File: src/rtl/multiplicar.sv
// Sequential shift-add multiplier for unsigned Q8.12 operands, one multiplier bit per clock.
// Optional round-to-nearest on the result when MULTIPLICAR_ARRED_EN is defined.
module multiplicar (
    input  logic        clk,
    input  logic        rst_n,
    input  logic        inicio,
    input  logic [19:0] multiplicando,
    input  logic [19:0] multiplicador,
    output logic [19:0] produto,
    output logic        pronto,
    output logic        ocupado,
    output logic        overflow
);

    typedef enum logic [1:0] {
        OCIOSO  = 2'd0,
        CALCULA = 2'd1,
        FIM     = 2'd2
    } estado_t;

    estado_t     estado_r, estadoProx_s;
    logic [19:0] operA_r, operAProx_s;
    logic [19:0] operB_r, operBProx_s;
    logic [39:0] acum_r, acumProx_s, parcela_s;
    logic [4:0]  contador_r, contadorProx_s;
    logic [19:0] produto_r, produtoProx_s;
    logic        overflow_r, overflowProx_s;
    logic        pronto_r, prontoProx_s;
    logic        ocupado_r, ocupadoProx_s;
    logic [20:0] final_s;

    // Packs {overflow, produto} from the full 40-bit Q16.24 accumulator.
    function automatic logic [20:0] finaliza(input logic [39:0] acc);
`ifdef MULTIPLICAR_ARRED_EN
        logic [20:0] soma;
        soma = {1'b0, acc[31:12]} + {20'd0, acc[11]};
        return {(|acc[39:32]) | soma[20], soma[19:0]};
`else
        return {|acc[39:32], acc[31:12]};
`endif
    endfunction

    // Next-state, datapath and output-register values.
    always_comb begin
        estadoProx_s   = estado_r;
        operAProx_s    = operA_r;
        operBProx_s    = operB_r;
        acumProx_s     = acum_r;
        contadorProx_s = contador_r;
        produtoProx_s  = produto_r;
        overflowProx_s = overflow_r;
        prontoProx_s   = 1'b0;
        ocupadoProx_s  = 1'b0;
        if (operB_r[contador_r]) begin
            parcela_s = acum_r + ({20'd0, operA_r} << contador_r);
        end else begin
            parcela_s = acum_r;
        end
        final_s = finaliza(parcela_s);
        case (estado_r)
            OCIOSO: begin
                if (inicio) begin
                    operAProx_s    = multiplicando;
                    operBProx_s    = multiplicador;
                    acumProx_s     = 40'd0;
                    contadorProx_s = 5'd0;
                    ocupadoProx_s  = 1'b1;
                    estadoProx_s   = CALCULA;
                end else begin
                    estadoProx_s   = OCIOSO;
                end
            end
            CALCULA: begin
                acumProx_s     = parcela_s;
                contadorProx_s = contador_r + 5'd1;
                // Last bit: the result registers load together with the FIM transition.
                if (contador_r == 5'd19) begin
                    produtoProx_s  = final_s[19:0];
                    overflowProx_s = final_s[20];
                    prontoProx_s   = 1'b1;
                    ocupadoProx_s  = 1'b0;
                    estadoProx_s   = FIM;
                end else begin
                    ocupadoProx_s  = 1'b1;
                    estadoProx_s   = CALCULA;
                end
            end
            FIM: begin
                estadoProx_s = OCIOSO;
            end
            default: begin
                estadoProx_s = OCIOSO;
            end
        endcase
    end

    // State and output registers with asynchronous clear.
    always_ff @(posedge clk or negedge rst_n) begin
        if (!rst_n) begin
            estado_r   <= OCIOSO;
            operA_r    <= 20'd0;
            operB_r    <= 20'd0;
            acum_r     <= 40'd0;
            contador_r <= 5'd0;
            produto_r  <= 20'd0;
            overflow_r <= 1'b0;
            pronto_r   <= 1'b0;
            ocupado_r  <= 1'b0;
        end else begin
            estado_r   <= estadoProx_s;
            operA_r    <= operAProx_s;
            operB_r    <= operBProx_s;
            acum_r     <= acumProx_s;
            contador_r <= contadorProx_s;
            produto_r  <= produtoProx_s;
            overflow_r <= overflowProx_s;
            pronto_r   <= prontoProx_s;
            ocupado_r  <= ocupadoProx_s;
        end
    end

    assign produto  = produto_r;
    assign overflow = overflow_r;
    assign pronto   = pronto_r;
    assign ocupado  = ocupado_r;

endmodule

File: config.mk
export PLATFORM = sky130hd
export DESIGN_NAME = multiplicar
export DESIGN_NICKNAME = d
export VERILOG_FILES = /design/src/rtl/multiplicar.sv
export SDC_FILE = /design/constraint.sdc
export NUM_CORES = 1
export LEC_CHECK = 0
export CORE_ASPECT_RATIO = 0.9
export CORE_MARGIN = 10
export CORE_UTILIZATION = 40
export DETAILED_ROUTE_END_ITERATION = 8
export GPL_TIMING_DRIVEN = 0
export SLEW_MARGIN = 0
export SYNTH_ARGS = -nofsm -noshare
export SYNTH_HDL_FRONTEND = slang
export SYNTH_SLANG_ARGS = --single-unit
export TNS_END_PERCENT = 1
File: constraint.sdc
create_clock -name clk -period 9.5 [get_ports clk]
set_input_delay 1.9 -clock clk [delete_from_list [all_inputs] [get_ports clk]]
set_output_delay 1.9 -clock clk [all_outputs]
set_load 0.005 [all_outputs]
==> flow_summary.yaml <==
cts:
  root_buffer: "clkbuf_16"
  clockBufferDepth: 2
  cts_max_level: 3
  clkTransAtPathRegs_ns: 0.08
  holdBufCountCts: 0
  cts.sinks: 108
  numCtsBuffers: 9
  post-cts-setup-buffer-count: 0
  cts.repair.resized: 0
  cts_tree: "done"
  clkLatencyLatePin_ns: 0.36
layout:
  final_cell_mix: "nand2_1 (244), dfrtp_1 (108), o21ai_0 (82)"
  antenna_cells: 0
  drive_gt1_frac: 0.04907
  syn2layout_area_growth_pct: 16.37
  final_common_cell: "nand2_1"
  finalNetCount: 1160
timing:
  setup_viol: 0
  tns_ns: 0
  finalCritPeriodShare: 0.6903
  slew_violations: 0
  finClkSkew_ns: 0.01180
  worst_slew_pin_slew_ns: 1.201
  worst_hold_slack_ns: 0.4765
  fmax_mhz: 152.5
  rsz0062_at_grt: "false"
  min_period_ns: 6.558
  hold_viol: 0
  setup_slack_ns: 2.942
  relSlewSlack: 0.1977
global_routing:
  first_global_vias: 7073
  grt_overflow: 0
  grt_most_used_layer: "met1"
  use_met1: 0.2977
  grt_use_met2: 0.2825
  grt_pass1_wl_microns: 40970
  grt_usage: 0.1962
  antenna_found_initial: 0
  met3_usage: 0.03976
  grt_max_degree: 59
status:
  status: "completed"
synthesis:
  ys_ff_latch: 108
  synth_top_area_share: 0.3393
  synth_cell_types: 73
  syn_area_per_cell_sq_um: 7.973
  synth-seq-area-share: 0.3393
  async_reset_ff_frac: 1.000
  yosysTopAreaCell: "dfrtp_1"
  netlist_instances: 999
  synthFlopType: "dfrtp_1"
  synth_nets: 1083
  yosys_warnings: 0
  synth_edf_count: 0
  synth_area_leaders: "dfrtp_1 (34%), nand2_1 (11%), ha_1 (6.3%), o21ai_0 (5.2%), a21oi_1 (4.2%)"
  syn_area_sq_mm: 0.007965
setup_path:
  crit_required_ns: 9.73
  crit_fanout: 10
  start_kind: "flip-flop"
  cp.arrival_ns: 6.78
  criticalPathCategory: "flip-flop to flip-flop"
  worst_setup_path_end_kind: "flip-flop"
floorplan:
  die-area_sq_mm: 0.02596
  core_sq_mm: 0.01940
  num_rows: 48
  start_util: 0.4106
  fp.dieW_microns: 168.7
  fp.dieH_microns: 153.9
  boundaryPins: 66
routing:
  ant_nets: 0
  drt-initial-drc-count: 852
  via_per_inst: 5.708
  dr.pass1.iters: 7
  vias: 7592
  wl_microns: 25790
  wl_per_cell_microns: 19.39
  drc: 0
placed_design:
  io_buffer_count: 65
  place_hpwl_microns: 19960
  place_worst_setup_slack_ns: 3.149
  gp_congestion: 0.9527
hold_path:
  hold_path.class: "flip-flop to flip-flop"
job:
  cap_violations: 0
area by class of cell:
type	count	area, sq um
clock inverter	5	72.57
buffer	63	257.7
tap	250	312.8
fill	1919	10130
multi-input combinational	805	4918
clock buffer	10	239.0
timing repair buffer	66	679.4
sequential	108	2703
inverter	23	86.33
synthesized netlist by cell type (4+ instances only):
cell      number
o21ai_0       82
nor3_1        16
clkbuf_1      52
o211ai_1       4
or4_1          4
nand3_1       28
xnor2_1       15
a211oi_1      14
a22o_1        12
buf_1          6
nor2_1        61
o21a_1         4
and4_1         4
and2_1        12
inv_1         19
dfrtp_1      108
a21o_1        12
nand4_1       10
xor2_1        19
o21bai_1       7
nor4_1         4
a21oi_1       67
ha_1          40
o22ai_1       10
and3_1         7
mux2i_1       33
mux4_2         5
a31oi_1       14
nand2_1      244
nand2b_1       4
nor2b_1        9
mux2_2        12
path summary, 6_finish.rpt:
path	from	end	slack, ns	depth (start not counted)
worst max-delay path	contador_r[1]	overflow	2.94	21
worst min-delay path	operB_r[3]	operB_r[3]	0.48	2
worst max register to register	contador_r[1]	overflow	2.94	21
worst min register to register	operB_r[3]	operB_r[3]	0.48	2
max in group asynchronous	rst_n	acum_r[39]	7.38	2
min in group asynchronous	rst_n	operB_r[12]	1.46	1
layer usage:
| metal | routed length, microns | vias to the layer above |
|---|---|---|
| li1 | - | 3691 |
| met2 | 10980 | 240 |
| met5 | 0 | - |
| met3 | 1778 | 21 |
| met4 | 257 | 0 |
| met1 | 12770 | 3640 |
state kept, by name (all words and copies together) (netlist names):
register / count
acum_r: 40
estado_r: 2
overflow: 1
operA_r: 20
operB_r: 20
contador_r: 5
produto: 20
logic make-up after synthesis:
kind of cell / after synthesis / synth area share
and+or+nand+nor: 413 / 0.2267
DFF: 108 / 0.3393
adders and majority gates: 41 / 0.06535
xor gates and xnor gates: 34 / 0.03739
AOI/OAI and AO/OA: 265 / 0.2103
buffers and inverters: 86 / 0.04320
muxes: 52 / 0.07776
critical path: stages, from the launching register on:
cell	delay (ns)
dfrtp_1	0.46
buf_1	0.49
buf_1	0.50
clkbuf_1	0.53
mux2i_1	0.33
a21oi_1	0.13
mux2i_1	0.32
nand2_1	0.08
o21ai_0	0.17
o22ai_1	0.18
ha_1	0.30
clkbuf_1	0.31
nand4_1	0.22
nor4_1	0.50
nand3_1	0.19
a211oi_1	0.42
nor3_1	0.12
xnor2_1	0.18
nand4bb_1	0.22
a211o_1	0.33
a2111oi_2	0.27
a31oi_1	0.14
stage by stage:
stage / instance area, sq um / utilization / std cells
final: 9269 / 0.4778 / 1330
after CTS: 9269 / 0.4778 / 1330
after global routing: 9269 / 0.4778 / 1330
after global placement: 8929 / 0.4603 / 1314
after floorplan: 7965 / - / 999
after detailed placement: 8957 / 0.4618 / 1315
Power is left out: the tool's default activity adds up to more than one toggle a clock period on the data nets, which glitch-free logic cannot reach.
==> variant 1 (same settings) <==
The option `MULTIPLICAR_ARRED_EN` is turned on by a define.
--- a/src/rtl/multiplicar.sv
+++ b/src/rtl/multiplicar.sv
@@ -1,5 +1,7 @@
 // Sequential shift-add multiplier for unsigned Q8.12 operands, one multiplier bit per clock.
 // Optional round-to-nearest on the result when MULTIPLICAR_ARRED_EN is defined.
+`define MULTIPLICAR_ARRED_EN
+
 module multiplicar (
     input  logic        clk,
     input  logic        rst_n,
Function: no difference found for any inputs over 10 cycles, from zero or initial values and one cycle with rst_n low; that may be too few to reach the edited logic, so the function may still have changed.
==> variant 1 against the original RTL <==
Sequential cell count grew 1; global-route usage up 0.39 points; non-clock buffer count increased by 11; area after synthesis grew 8.9%; cell count rose by 12%; cell area is 8.3% higher; routed wire length grew 9.7%; setup slack worse by 47 ps; critical endpoint unchanged; largest cell class unchanged; highest routed layer unchanged.
Power is not shown: default switching activity piles up to over one toggle a cycle in this logic, so the estimate is an artifact.
==> variant 1: results (changes against the original RTL) <==
Synthesis
  – Commonest cells post-synth: nand2_1 (244), dfrtp_1 (109), o21ai_0 (96) (was nand2_1 (244), dfrtp_1 (108), o21ai_0 (82))
  – Asr flop ratio synth: 1.00 (unchanged)
  – Synth unique cells: 77 (was 73)
  – Dominant cells by area after synthesis: dfrtp_1 (31%), nand2_1 (11%), ha_1 (6.1%), o21ai_0 (5.5%), a21oi_1 (3.9%) (was dfrtp_1 (34%), nand2_1 (11%), ha_1 (6.3%), o21ai_0 (5.2%), a21oi_1 (4.2%))
  – Yosys Warn Count: 0 (unchanged)
  – Synth Flop Type: dfrtp_1 (unchanged)
  – Synthesized Nets: 1201 (was 1083)
  – Cells after synthesis: 1115 (was 999)
  – Sequential area share after synthesis: 0.315 (was 0.339)

Cells and area
  – Reg with most FFs: acum_r (unchanged)
  – Multi-input logic area: 5590 µm² (was 4920 µm²)
  – Final non-filler cell total: 1488 (was 1330)
  – Ant diodes: 0 (unchanged)
  – Layout cells sized above 1: 0.0585 (was 0.0491)
  – Layout Nets: 1278 (was 1160)
  – Fillers: 2203 (was 1919)
  – Max reg flops: 40 (unchanged)

STA
  – Clock Skew: 10.3 ps (was 11.8 ps)
  – Slew HR: 0.295 (was 0.198)

CTS
  – Clk pin slew, worst setup/hold paths: 80 ps (about the same)
  – Post-CTS setup buffers: 0 (unchanged)
  – CTS Buffer Depth: 2 (unchanged)
  – Post_cts resized: 0 (unchanged)
  – H-tree levels: 3 (unchanged)
  – Clk Latency, worst-skew pair: 360 ps (about the same)
  – CTS buffer count: 9 (unchanged)
  – Clock root buffer: clkbuf_16 (unchanged)

Routing
  – Final Routed Wirelength: 28300 µm (was 25800 µm)
  – DRT Pass-1 Iters: 5 (was 7)
  – Initial DRC count: 724 (was 852)
  – DR vias: 8534 (was 7592)

Critical path
  – Crit-path slowest cell: buf_1 (was clkbuf_1)
  – Critical Path Fanout Max: 10 (unchanged)
  – CP arrival: 6880 ps (was 6780 ps)
  – Crit path largest cell delay: 490 ps (was 530 ps)

Placement
  – Post-DP HPWL: 22100 µm (was 20000 µm)
  – Placed cell area: 9720 µm² (was 8960 µm²)
  – Port Buffers: 65 (unchanged)
  – Final GP Congestion: 0.966 (was 0.953)

Global routing
  – Antenna violations before repair: 0 (unchanged)
  – Routing usage on met2: 0.293 (was 0.282)
  – Overall global routing resource usage: 0.200 (was 0.196)
  – Largest net degree at the start of global routing: 58 (was 59)
  – Vias in the first global route: 8262 (was 7073)
  – Met3 Resource Use GR: 0.0431 (was 0.0398)
  – First-pass GRT wire length: 45300 µm (was 41000 µm)
  – Met1 Use GR: 0.290 (was 0.298)

Outcome
  – Run status: finished clean (unchanged)

Hold path
  – Hold Path Class: reg -> reg (unchanged)
==> variant 1: cell types whose count changed after synthesis, sizes merged, moves of 8 or more <==
cell,before,now
or3,0,10
o21ai,85,102
nor2,61,74
a21o,12,25
a22o,12,1
inv,21,13
nand3,29,54
buf,11,20
==> variant 1: layout make-up <==
class                   count  share of cell area
multi-input cells         917               0.556
flip-flops and latches    109               0.272
repair buffers             66              0.0677
well taps                 291              0.0363
plain buffers              74              0.0302
clock buffers               9              0.0224
clock inverters             7             0.00960
inverters                  15             0.00561
==> variant 1: worst max-delay path: cells and delay by family, from the launching register on <==
family          cells  cell delay, ps
buf+inv             4            1120
simple gates        9            1770
mux                 1             310
fa+ha+maj           2             460
xor+xnor            1             410
compound gates      7            2070
flops               1             370
==> variant 1: routing by layer <==
layer / vias up / wire length, µm
met2: 260 / 12000
met3: 26 / 1890
met5: - / 0
li1: 4166 / -
met1: 4082 / 13900
met4: 0 / 460
==> variant 1: final timing paths <==
path                                      startpoint                 endpoint  slack [ps]  depth (start not counted)
min                          operB_r[18]$_DFFE_PN0P_  operB_r[18]$_DFFE_PN0P_         480                          2
max reg2reg                contador_r[0]$_DFFE_PN0P_     overflow$_DFFE_PN0P_        2890                         24
max                        contador_r[0]$_DFFE_PN0P_     overflow$_DFFE_PN0P_        2890                         24
max in group asynchronous                      rst_n   acum_r[15]$_DFFE_PN0P_        7320                          2
min in group asynchronous                      rst_n   operB_r[7]$_DFFE_PN0P_        1490                          1
min reg2reg                  operB_r[18]$_DFFE_PN0P_  operB_r[18]$_DFFE_PN0P_         480                          2
==> variant 1: kinds of logic (layout without fill, tap and decap cells) <==
| family | count (synthesis) | in the layout | share of synthesized area |
|---|---|---|---|
| mux | 49 | 49 | 0.0659 |
| flops | 109 | 109 | 0.315 |
| fa+ha+maj | 43 | 43 | 0.0629 |
| xor+xnor | 34 | 34 | 0.0343 |
| compound gates | 310 | 310 | 0.229 |
| buf+inv | 89 | 171 | 0.0414 |
| simple gates | 481 | 481 | 0.252 |
==> variant 1: through the flow <==
step | worst slack [ps] | hold WS, ps
after floorplan | 4280 | 440
after global placement | 2020 | 456
after detailed placement | 2970 | 462
after CTS | 2900 | 483
after global routing | 2270 | 499
final | 2890 | 481
==> variant 2 (same settings) <==
Made on the original files. Reset style: synchronous (`rst_n`), changed in one clocked block. Comments in the files are not updated.
--- a/src/rtl/multiplicar.sv
+++ b/src/rtl/multiplicar.sv
@@ -95,7 +95,7 @@
     end
 
     // State and output registers with asynchronous clear.
-    always_ff @(posedge clk or negedge rst_n) begin
+    always_ff @(posedge clk) begin
         if (!rst_n) begin
             estado_r   <= OCIOSO;
             operA_r    <= 20'd0;
Check against the original RTL: differs if rst_n is asserted again (counterexample within 4 cycles, from zero or initial values and one cycle with rst_n low); with rst_n held inactive, the same outputs for 10 cycles.
==> variant 2 against the original RTL <==
Setup slack better by 740 ps; sequential cell count is 1 higher; cell area shrank 4.0%; global-route usage grew 0.81 points; core utilization up 0.098 points; routed wire length up 1.8%; area after synthesis decreased by 3.9%; critical endpoint is now overflow$_SDFFE_PN0P_; highest routed layer unchanged.
Power is left out: it rests on default switching activity, and per cell area and clock period it moved more than threefold.
==> variant 2: results (changes against the original RTL) <==
STA
  – Slew HR: 0.426 (was 0.198)
  – Peak Freq: 0.172 GHz (was 0.152 GHz)

Routing
  – DRT Pass-1 Iters: 5 (was 7)
  – Initial DRC count: 618 (was 852)
  – DR WL/cell: 19.3 µm (was 19.4 µm)
  – DR vias: 7780 (was 7592)
  – Met3 wire len: 1800 µm (was 1780 µm)
  – Final Routed Wirelength: 26300 µm (was 25800 µm)

Placement
  – Post-DP HPWL: 20800 µm (was 20000 µm)
  – Port Buffers: 64 (was 65)
  – Placed cell area: 8600 µm² (was 8960 µm²)
  – DP Cell Count: 1344 (was 1315)
  – Final GP Congestion: 0.984 (was 0.953)

Critical path
  – R2R depth: 22 (was 21)
  – Worst Setup EP: overflow$_SDFFE_PN0P_ (was overflow$_DFFE_PN0P_)
  – R2r setup slk: 3680 ps (was 2940 ps)
  – CP top delay family: simple AND/OR/NAND/NOR gates (was buffers and inverters)
  – CP arrival: 6070 ps (was 6780 ps)
  – Reg-to-Reg End: overflow$_SDFFE_PN0P_ (was overflow$_DFFE_PN0P_)
  – Crit path largest cell delay: 710 ps (was 530 ps)

Cells and area
  – Layout cells sized above 1: 0.0682 (was 0.0491)
  – Layout Nets: 1194 (was 1160)

Global routing
  – First-pass GRT wire length: 41300 µm (was 41000 µm)
  – Vias in the first global route: 7340 (was 7073)

Outcome
  – Run status: finished clean (unchanged)

Synthesis
  – Commonest cells post-synth: nand2_1 (182), nor2_1 (123), a21oi_1 (120) (was nand2_1 (244), dfrtp_1 (108), o21ai_0 (82))
  – Post-synth EDFFs: 0 (unchanged)
  – Cells after synthesis: 1035 (was 999)
  – Synth Flop Type: dfxtp_1 (was dfrtp_1)
  – Synth unique cells: 69 (was 73)
  – Asr flop ratio synth: 0 (was 1.00)

CTS
  – H-tree levels: 3 (unchanged)
## variant 2: area by class of cell
cell class | count | area (µm²)
fill | 1935 | 9690
multi-input combinational | 841 | 5100
sequential | 109 | 2180
timing repair buffer | 64 | 641
buffer | 71 | 318
tap | 245 | 307
clock buffer | 11 | 243
inverter | 14 | 52.6
clock inverter | 5 | 51.3
## variant 2: worst min-delay path by stage
stage | endpoint | slack (ps) | from | cells after the start
floorplan | operB_r[10]$_SDFFE_PN0P_ | 430 | operB_r[10]$_SDFFE_PN0P_ | 2
CTS | operB_r[17]$_SDFFE_PN0P_ | 460 | operB_r[17]$_SDFFE_PN0P_ | 2
global placement | operB_r[1]$_SDFFE_PN0P_ | 440 | operB_r[1]$_SDFFE_PN0P_ | 2
detailed placement | operB_r[17]$_SDFFE_PN0P_ | 450 | operB_r[17]$_SDFFE_PN0P_ | 2
finish | operB_r[11]$_SDFFE_PN0P_ | 450 | operB_r[11]$_SDFFE_PN0P_ | 2
global route | operB_r[12]$_SDFFE_PN0P_ | 460 | operB_r[12]$_SDFFE_PN0P_ | 2
## variant 2: kinds of logic (layout without fill, tap and decap cells)
| family | count (synthesis) | in the layout | synth area share |
|---|---|---|---|
| AO/OA/AOI/OAI | 306 | 306 | 0.252 |
| multiplexers | 43 | 43 | 0.0737 |
| buffers and inverters | 85 | 165 | 0.0484 |
| AND/OR/NAND/NOR | 416 | 416 | 0.233 |
| adder cells (fa/ha/maj) | 41 | 41 | 0.0680 |
| flip-flops | 109 | 109 | 0.285 |
| XOR/XNOR | 35 | 35 | 0.0400 |
## variant 2: per-layer routing
| layer | vias up | global-route usage |
|---|---|---|
| li1 | 3841 | - |
| met5 | - | 0 |
| met4 | 0 | 0.0624 |
| met1 | 3654 | 0.278 |
| met3 | 35 | 0.0505 |
| met2 | 250 | 0.312 |
